### src/rtl/lcd_cmd_arbiter.sv
// Arbitrates two {RS,DATA} word streams onto one LCD controller, holding grant for a whole transaction.
// Per word: 1 accept cycle, start held until done, then DLY_CYCLES of settling; READY is the only backpressure.
module lcd_cmd_arbiter #(
   parameter int DLY_CYCLES = 262142,
   parameter int DLY_W      = 18
) (
   input  logic       iCLK,
   input  logic       iRST,
   input  logic       iREQ0_VALID,
   input  logic [8:0] iREQ0_DATA,
   input  logic       iREQ0_LAST,
   output logic       oREQ0_READY,
   input  logic       iREQ1_VALID,
   input  logic [8:0] iREQ1_DATA,
   input  logic       iREQ1_LAST,
   output logic       oREQ1_READY,
   output logic [7:0] oLCD_DATA,
   output logic       oLCD_RS,
   output logic       oLCD_START,
   input  logic       iLCD_DONE,
   output logic [1:0] oGRANT,
   output logic       oBUSY
);

   typedef enum logic [1:0] {
      S_IDLE,
      S_ACCEPT,
      S_START,
      S_DELAY
   } state_t;

   localparam logic [DLY_W-1:0] LP_CNT_LAST = DLY_W'(DLY_CYCLES - 1);

   state_t           r_state;
   logic             r_ptr;
   logic [1:0]       r_grant;
   logic [DLY_W-1:0] r_cnt;
   logic             r_last;
   logic [7:0]       r_lcd_data;
   logic             r_lcd_rs;
   logic             r_lcd_start;

   logic             w_sel_vld;
   logic [8:0]       w_sel_dat;
   logic             w_sel_last;

   // Grant is one-hot, so bit 1 alone selects the owner's channel.
   assign w_sel_vld  = r_grant[1] ? iREQ1_VALID : iREQ0_VALID;
   assign w_sel_dat  = r_grant[1] ? iREQ1_DATA  : iREQ0_DATA;
   assign w_sel_last = r_grant[1] ? iREQ1_LAST  : iREQ0_LAST;

   assign oREQ0_READY = (r_state == S_ACCEPT) && r_grant[0];
   assign oREQ1_READY = (r_state == S_ACCEPT) && r_grant[1];
   assign oBUSY       = (r_state != S_IDLE);
   assign oGRANT      = r_grant;
   assign oLCD_DATA   = r_lcd_data;
   assign oLCD_RS     = r_lcd_rs;
   assign oLCD_START  = r_lcd_start;

   always_ff @(posedge iCLK) begin
      if (iRST) begin
         r_state     <= S_IDLE;
         r_ptr       <= 1'b0;
         r_grant     <= 2'b00;
         r_cnt       <= '0;
         r_last      <= 1'b0;
         r_lcd_data  <= 8'h00;
         r_lcd_rs    <= 1'b0;
         r_lcd_start <= 1'b0;
      end else begin
         case (r_state)
            S_IDLE: begin
               if (iREQ0_VALID && iREQ1_VALID) begin
                  r_grant <= r_ptr ? 2'b10 : 2'b01;
                  r_state <= S_ACCEPT;
               end else if (iREQ0_VALID) begin
                  r_grant <= 2'b01;
                  r_state <= S_ACCEPT;
               end else if (iREQ1_VALID) begin
                  r_grant <= 2'b10;
                  r_state <= S_ACCEPT;
               end
            end
            S_ACCEPT: begin
               if (w_sel_vld) begin
                  r_lcd_rs    <= w_sel_dat[8];
                  r_lcd_data  <= w_sel_dat[7:0];
                  r_last      <= w_sel_last;
                  r_lcd_start <= 1'b1;
                  r_state     <= S_START;
               end
            end
            S_START: begin
               if (iLCD_DONE) begin
                  r_lcd_start <= 1'b0;
                  r_cnt       <= '0;
                  r_state     <= S_DELAY;
               end
            end
            S_DELAY: begin
               if (r_cnt == LP_CNT_LAST) begin
                  if (r_last) begin
                     // Next contention goes to whoever did not just own the bus.
                     r_ptr   <= r_grant[0];
                     r_grant <= 2'b00;
                     r_state <= S_IDLE;
                  end else begin
                     r_state <= S_ACCEPT;
                  end
               end else begin
                  r_cnt <= r_cnt + DLY_W'(1);
               end
            end
            default: r_state <= S_IDLE;
         endcase
      end
   end

endmodule

### config.mk
export PLATFORM = sky130hd
export DESIGN_NAME = lcd_cmd_arbiter
export DESIGN_NICKNAME = d
export VERILOG_FILES = /design/src/rtl/lcd_cmd_arbiter.sv
export SDC_FILE = /design/constraint.sdc
export NUM_CORES = 1
export LEC_CHECK = 0
export CAP_MARGIN = 20
export CORE_UTILIZATION = 53
export CTS_BUF_LIST = sky130_fd_sc_hd__clkbuf_4 sky130_fd_sc_hd__clkbuf_8
export DETAILED_ROUTE_END_ITERATION = 12
export PLACE_DENSITY = 0.79
export RECOVER_POWER = 100
export SETUP_SLACK_MARGIN = 0.3
export SLEW_MARGIN = 0
export SYNTH_ARGS = -nofsm -noshare
export SYNTH_HDL_FRONTEND = slang
export SYNTH_SLANG_ARGS = --single-unit
### constraint.sdc
create_clock -name iCLK -period 2.7 [get_ports iCLK]
set_input_delay 0.54 -clock iCLK [delete_from_list [all_inputs] [get_ports iCLK]]
set_output_delay 0.54 -clock iCLK [all_outputs]
set_load 0.03 [all_outputs]
# Word level (Yosys, flattened, before mapping)
# Index checks and enable logic that the tools add are counted.
dict set report totals {
  reg_bits 34
  input_bits 25
  wordCells 57
}
dict set report op_classes {
  add_sub_neg 1
  n_eq_ne 10
  n_mux 24
  reduce_logical 14
}
# operator n
set op_table {}
lappend op_table {{18-bit 2-to-1 mux} 2}
lappend op_table {{18-bit case mux with 2 select lines} 1}
lappend op_table {{2-bit 2-to-1 mux} 12}
lappend op_table {{18-bit by 1-bit adder with 18-bit output, second input constant} 1}
lappend op_table {{18-bit equality test, second input constant} 1}
lappend op_table {{2-bit inequality test, second input constant} 5}
lappend op_table {{9-bit 2-to-1 mux} 1}
lappend op_table {{3-bit AND reduction} 3}
lappend op_table {{2-bit case mux with 4 select lines} 1}
lappend op_table {{4-bit AND reduction} 2}
lappend op_table {{2-bit nonzero test} 4}
lappend op_table {{1-bit 2-to-1 mux} 5}
lappend op_table {{2-bit equality test, second input constant} 2}
lappend op_table {{4-bit inequality test, second input constant} 1}
lappend op_table {{2-bit case mux with 2 select lines} 1}
lappend op_table {{1-bit logical AND} 3}
lappend op_table {{2-bit by 1-bit equality test with 1-bit output, second input constant} 1}
lappend op_table {{2-bit logical NOT} 1}
lappend op_table {{1-bit case mux with 2 select lines} 1}
lappend op_table {{2-bit AND reduction} 1}

# Logic depth before layout (Yosys ltp)
dict set report logic_depth {
  word_depth 4
  mapped_depth 8
  ltp_nobuf 7
}

# Worst setup path before layout
# OpenSTA, ideal clock, no wires.
dict set report synth_timing {
  path_kind {register to register}
  start {register r_cnt[1]}
  end {register r_cnt[12]}
  t_arrival_ps 1793
  path_slack_ps 832
  stages_incl_launch_ff 8
  period_less_slack_ps 1868
  cell_sequence {dfxtp_1 inv_1 ha_1 nand4_1 nor3_2 a21o_1 or4_1 a31oi_1}
}
dict set report synth_between {
  elab_chain_cells 3
}
# element line_no
set synth_rtl {}
lappend synth_rtl {{from (decl)} 37} ;# logic [DLY_W-1:0] r_cnt;
lappend synth_rtl {{from (signal assigned)} 111} ;# r_cnt <= r_cnt + DLY_W'(1);
lappend synth_rtl {{18-bit by 1-bit adder with 18-bit output / 18-bit equality test (equally long branches)} {111, 101}}
lappend synth_rtl {{18-bit 2-to-1 mux / 2-bit inequality test (equally long branches)} -}
lappend synth_rtl {{18-bit case mux with 2 select lines / 3-bit AND reduction (equally long branches)} -}
# Several ways; a longest one is shown, not always the timed one. The select of a mux whose other input is x is not followed.
# A chain may end at the register's enable or synchronous reset.

# Worst setup path after layout
dict set report layout_timing {
  start {register r_cnt[3]}
  end {register r_cnt[9]}
}
# The elaborated chain is that of the path after synthesis.

==> results <==
[stage by stage]
| step | hold WS (ns) | cell area, um2 | cells | setup WS [ns] | util (%) |
|---|---|---|---|---|---|
| after floorplan | 0.450 | 1940 | 233 | 0.832 | - |
| after global placement | 0.483 | 2390 | 313 | 0.425 | 70.1 |
| after detailed placement | 0.491 | 2390 | 313 | 0.423 | 70.1 |
| after CTS | 0.505 | 2440 | 320 | 0.448 | 71.5 |
| after global routing | 0.530 | 2420 | 320 | 0.268 | 70.9 |
| final | 0.499 | 2420 | 320 | 0.387 | 70.9 |
[Yosys cell counts (all sizes together) (6+ instances only)]
cell,number,share of area (%)
nand3,9,3.0
nor2,26,5.0
a211oi,13,5.0
a21oi,19,4.9
dfxtp,34,35
nor3,7,2.1
inv,10,1.9
mux2i,13,6.7
o21ai,6,1.5
clkbuf,9,1.7
nand2,15,2.9
ha,7,4.5
[metal layers]
metal	share of wire [%]	vias to the layer above
li1	-	964
met1	45	909
met2	47	52
met3	6.1	5
met4	1.5	0
met5	0	-
[final cells by class]
class,instances,area share [%]
sequential,34,28.1
tap,46,2.38
inverter,10,1.55
multi-input combinational,176,47.7
timing repair buffer,47,18.1
clock buffer,7,2.17
[power by group]
part           internal (mW)  switching, mW
clock network          0.118          0.163
registers              0.573         0.0505
logic                  0.320          0.510
[sequential cells by signal, indices dropped and copies added (netlist names)]
name and cells:
r_cnt 18, oLCD_DATA 8, oGRANT 2, r_state 2
oLCD_RS 1, oLCD_START 1, r_last 1, r_ptr 1
[worst min path at each step]
stage                                           end  slack (ns)  cells past startpoint
after CTS                 oLCD_DATA[7]$_SDFFE_PP0P_        0.51                      2
after detailed placement     r_cnt[15]$_SDFFE_PP0P_        0.49                      2
after global placement       r_cnt[17]$_SDFFE_PP0P_        0.48                      2
final                     oLCD_DATA[7]$_SDFFE_PP0P_        0.50                      2
after floorplan              r_cnt[17]$_SDFFE_PP0P_        0.45                      2
after global routing           oLCD_RS$_SDFFE_PP0P_        0.53                      2
[cells by family (layout without fill, tap and decap cells)]
logic type      Yosys count  count (layout)  synth area share [%]
mux                      13              13                  6.71
buf+inv                  23              64                  4.71
fa+ha+maj                 7               7                  4.52
simple gates             85              85                  23.5
compound gates           71              71                  25.5
flops                    34              34                  35.1
[critical path: stages, from the launching register on]
cell and delay, ns:
sky130_fd_sc_hd__dfxtp_1 0.46, sky130_fd_sc_hd__nand3_1 0.31, sky130_fd_sc_hd__or4_1 0.77, sky130_fd_sc_hd__o31ai_4 0.36, sky130_fd_sc_hd__a21oi_1 0.08, sky130_fd_sc_hd__a211oi_1 0.25
[timing repair]
action / CTS / global route
hold buffers: 0 / 0
setup endpoints to repair: 3 / 0
resized for setup: 3 / 0
==> impl.org <==
** Setup path
- Worst r2r src :: r_cnt[3]$_SDFFE_PP0P_
- By startpoint and endpoint, the worst setup path is classified as reg2reg.
- The worst register-to-register path has a setup slack of just under 0.4 ns.
- For the worst flop-to-flop path, the logic depth is 5.
- The worst setup path is launched from a flip-flop.
- Critical Path Start :: r_cnt[3]$_SDFFE_PP0P_
- Data required, critical path :: slightly below 3 ns
- In this run the critical register-to-register path is captured at r_cnt[9]$_SDFFE_PP0P_.
- STA classifies the critical path endpoint as a flip-flop.
- For the worst setup path, the data arrival time is between 2 and 3 ns.
- CP max FO :: 9
- Capture point of the critical path :: r_cnt[9]$_SDFFE_PP0P_

** Yosys
- Async set-reset flop share out of synthesis :: 0%
- In this run, distinct cell masters in the synthesized netlist total 46.
- Of the synthesized area, sequential elements account for around a third.
- Average footprint of a synthesized cell :: around 8.3 um2
- Synthesis inferred 34 register bits.
- The number of nets in the synthesized netlist is around 270.
- Ys flop type :: sky130_fd_sc_hd__dfxtp_1
- Syn Std Cell Area :: just under 2000 um2
- Yosys mapped a number of flops with a built-in enable equal to 0.
- In the synthesized netlist, the number of instances is roughly 230.
- Total number of yosys warnings :: 0

** Cells and area
- Register Area :: between 600 and 700 um2
- Layout overhead on the synthesized area :: 24.9%
- Number of antenna diodes :: 0
- The filler cells instantiated in the layout total 305.
- Commonest cells after routing, fill and taps aside :: 34 x sky130_fd_sc_hd__dfxtp_1, 26 x sky130_fd_sc_hd__nor2_1, 22 x sky130_fd_sc_hd__clkdlybuf4s50_1, 19 x sky130_fd_sc_hd__a21oi_1, 15 x sky130_fd_sc_hd__nand2_1
- Layout cell share with drive strength beyond 1 :: around 6.6%
- Footprint of the multi-input gates :: 1150 um2
- The library cell used most frequently in the layout, excluding fill and tap cells, is sky130_fd_sc_hd__dfxtp_1.
- For this run, the post-layout net count is slightly above 300.

** Floorplan
- Die Footprint :: about 3900 um2
- For this configuration, the core starts out at a cell density of between 50 and 60%.
- The floorplan has 21 rows.
- The die is between 60 and 70 um tall.
- Number of primary I/O pins :: 40
- The die is approximately 62 um wide.
- Core Region :: roughly 3400 um2

** STA
- Worst Tran Pin Value :: ~0.93 ns
- Min Tclk post-route :: between 2 and 2.5 ns
- Final Skew :: 0.00956 ns
- Setup violations remaining at the end of the flow were counted as 0.
- Maximum clock frequency :: 432 MHz
- Of the available clock period, the critical path in the final layout requires 85.7%.
- Summed over all failing endpoints, the final setup total negative slack is 0 ns.
- Setup repair after global routing missed its margin :: false
- Headroom to the max-slew limit came out at between 30% and 40%.
- The number of pins with negative max-slew slack in the final report is 0.
- The total count of hold-check failures in the final report is 0.

** Placement
- Final HPWL from detailed placement :: approximately 3400 um
- At the end of routability-driven placement, the weighted congestion stood at between 0.8 and 0.9.
- During placement, the flow inserted port buffers numbering 39.

** Clock tree
- Maximum root-to-sink buffer count :: 2
- Clock-pin slew was measured on the worst setup and hold paths at around 0.10 ns.
- TritonCTS created 5 clock buffers.
- The clock drives 34 sinks.
- Clock insertion delay at the later pin of the skew report :: between 0.3 and 0.4 ns
- Root buf cell :: sky130_fd_sc_hd__clkbuf_4
- The H-tree was split into 2 levels.
- Buffers inserted by post-CTS timing repair :: 0
- TritonCTS built the clock tree.

** Hold path
- Type of the tightest min-delay check :: reg2reg
- HP Start :: oLCD_DATA[7]$_SDFFE_PP0P_

** GRT
- The global routing stage identified its most utilized layer as met2.
- Met3 track demand over resource in global routing :: 8.21%
- Overflow left after global routing :: 0
- Number of global-route vias before repair :: 1779
- Pin count of the biggest net entering global routing :: 22
- For this run, global-route usage on met1 was measured as 34.6%.
- The first global-routing pass estimated 8210 um of wire.
- In the global route stage, met2 resource usage came out at 41.0%.
- Global-route usage over all layers :: a little over a quarter
- Number of antenna violations at the first check in global routing :: 0

** Detailed routing
- Total Wirelength :: approximately 4700 um
- For this run, the detailed router's first-pass iteration total came to 4.
- The count of nets left with antenna violations once routing finished came out at 0.
- Count of unresolved DRC violations after routing :: 0
- After detailed routing, the average wire length per cell comes to 14.7 um.
- Dividing the detail-routed via count by the number of cells gives just over 6.
- The detailed router finished its first iteration with between 100 and 150 violations.
- Count of vias placed by the detailed router :: 1930

** Power and ir drop
- Power density over the cells :: ~720 nW/um2
- Post-layout power :: between 1.5 and 2 mW
- Peak supply drop :: 0.359 mV
- Summed over all cells, the static leakage comes to 0.868 nW.

** Job
- Max-cap violations in this run came to 0.

** Outcome
- Outcome :: complete, no violations
No activity file was read; power rests on OpenSTA's default activity.
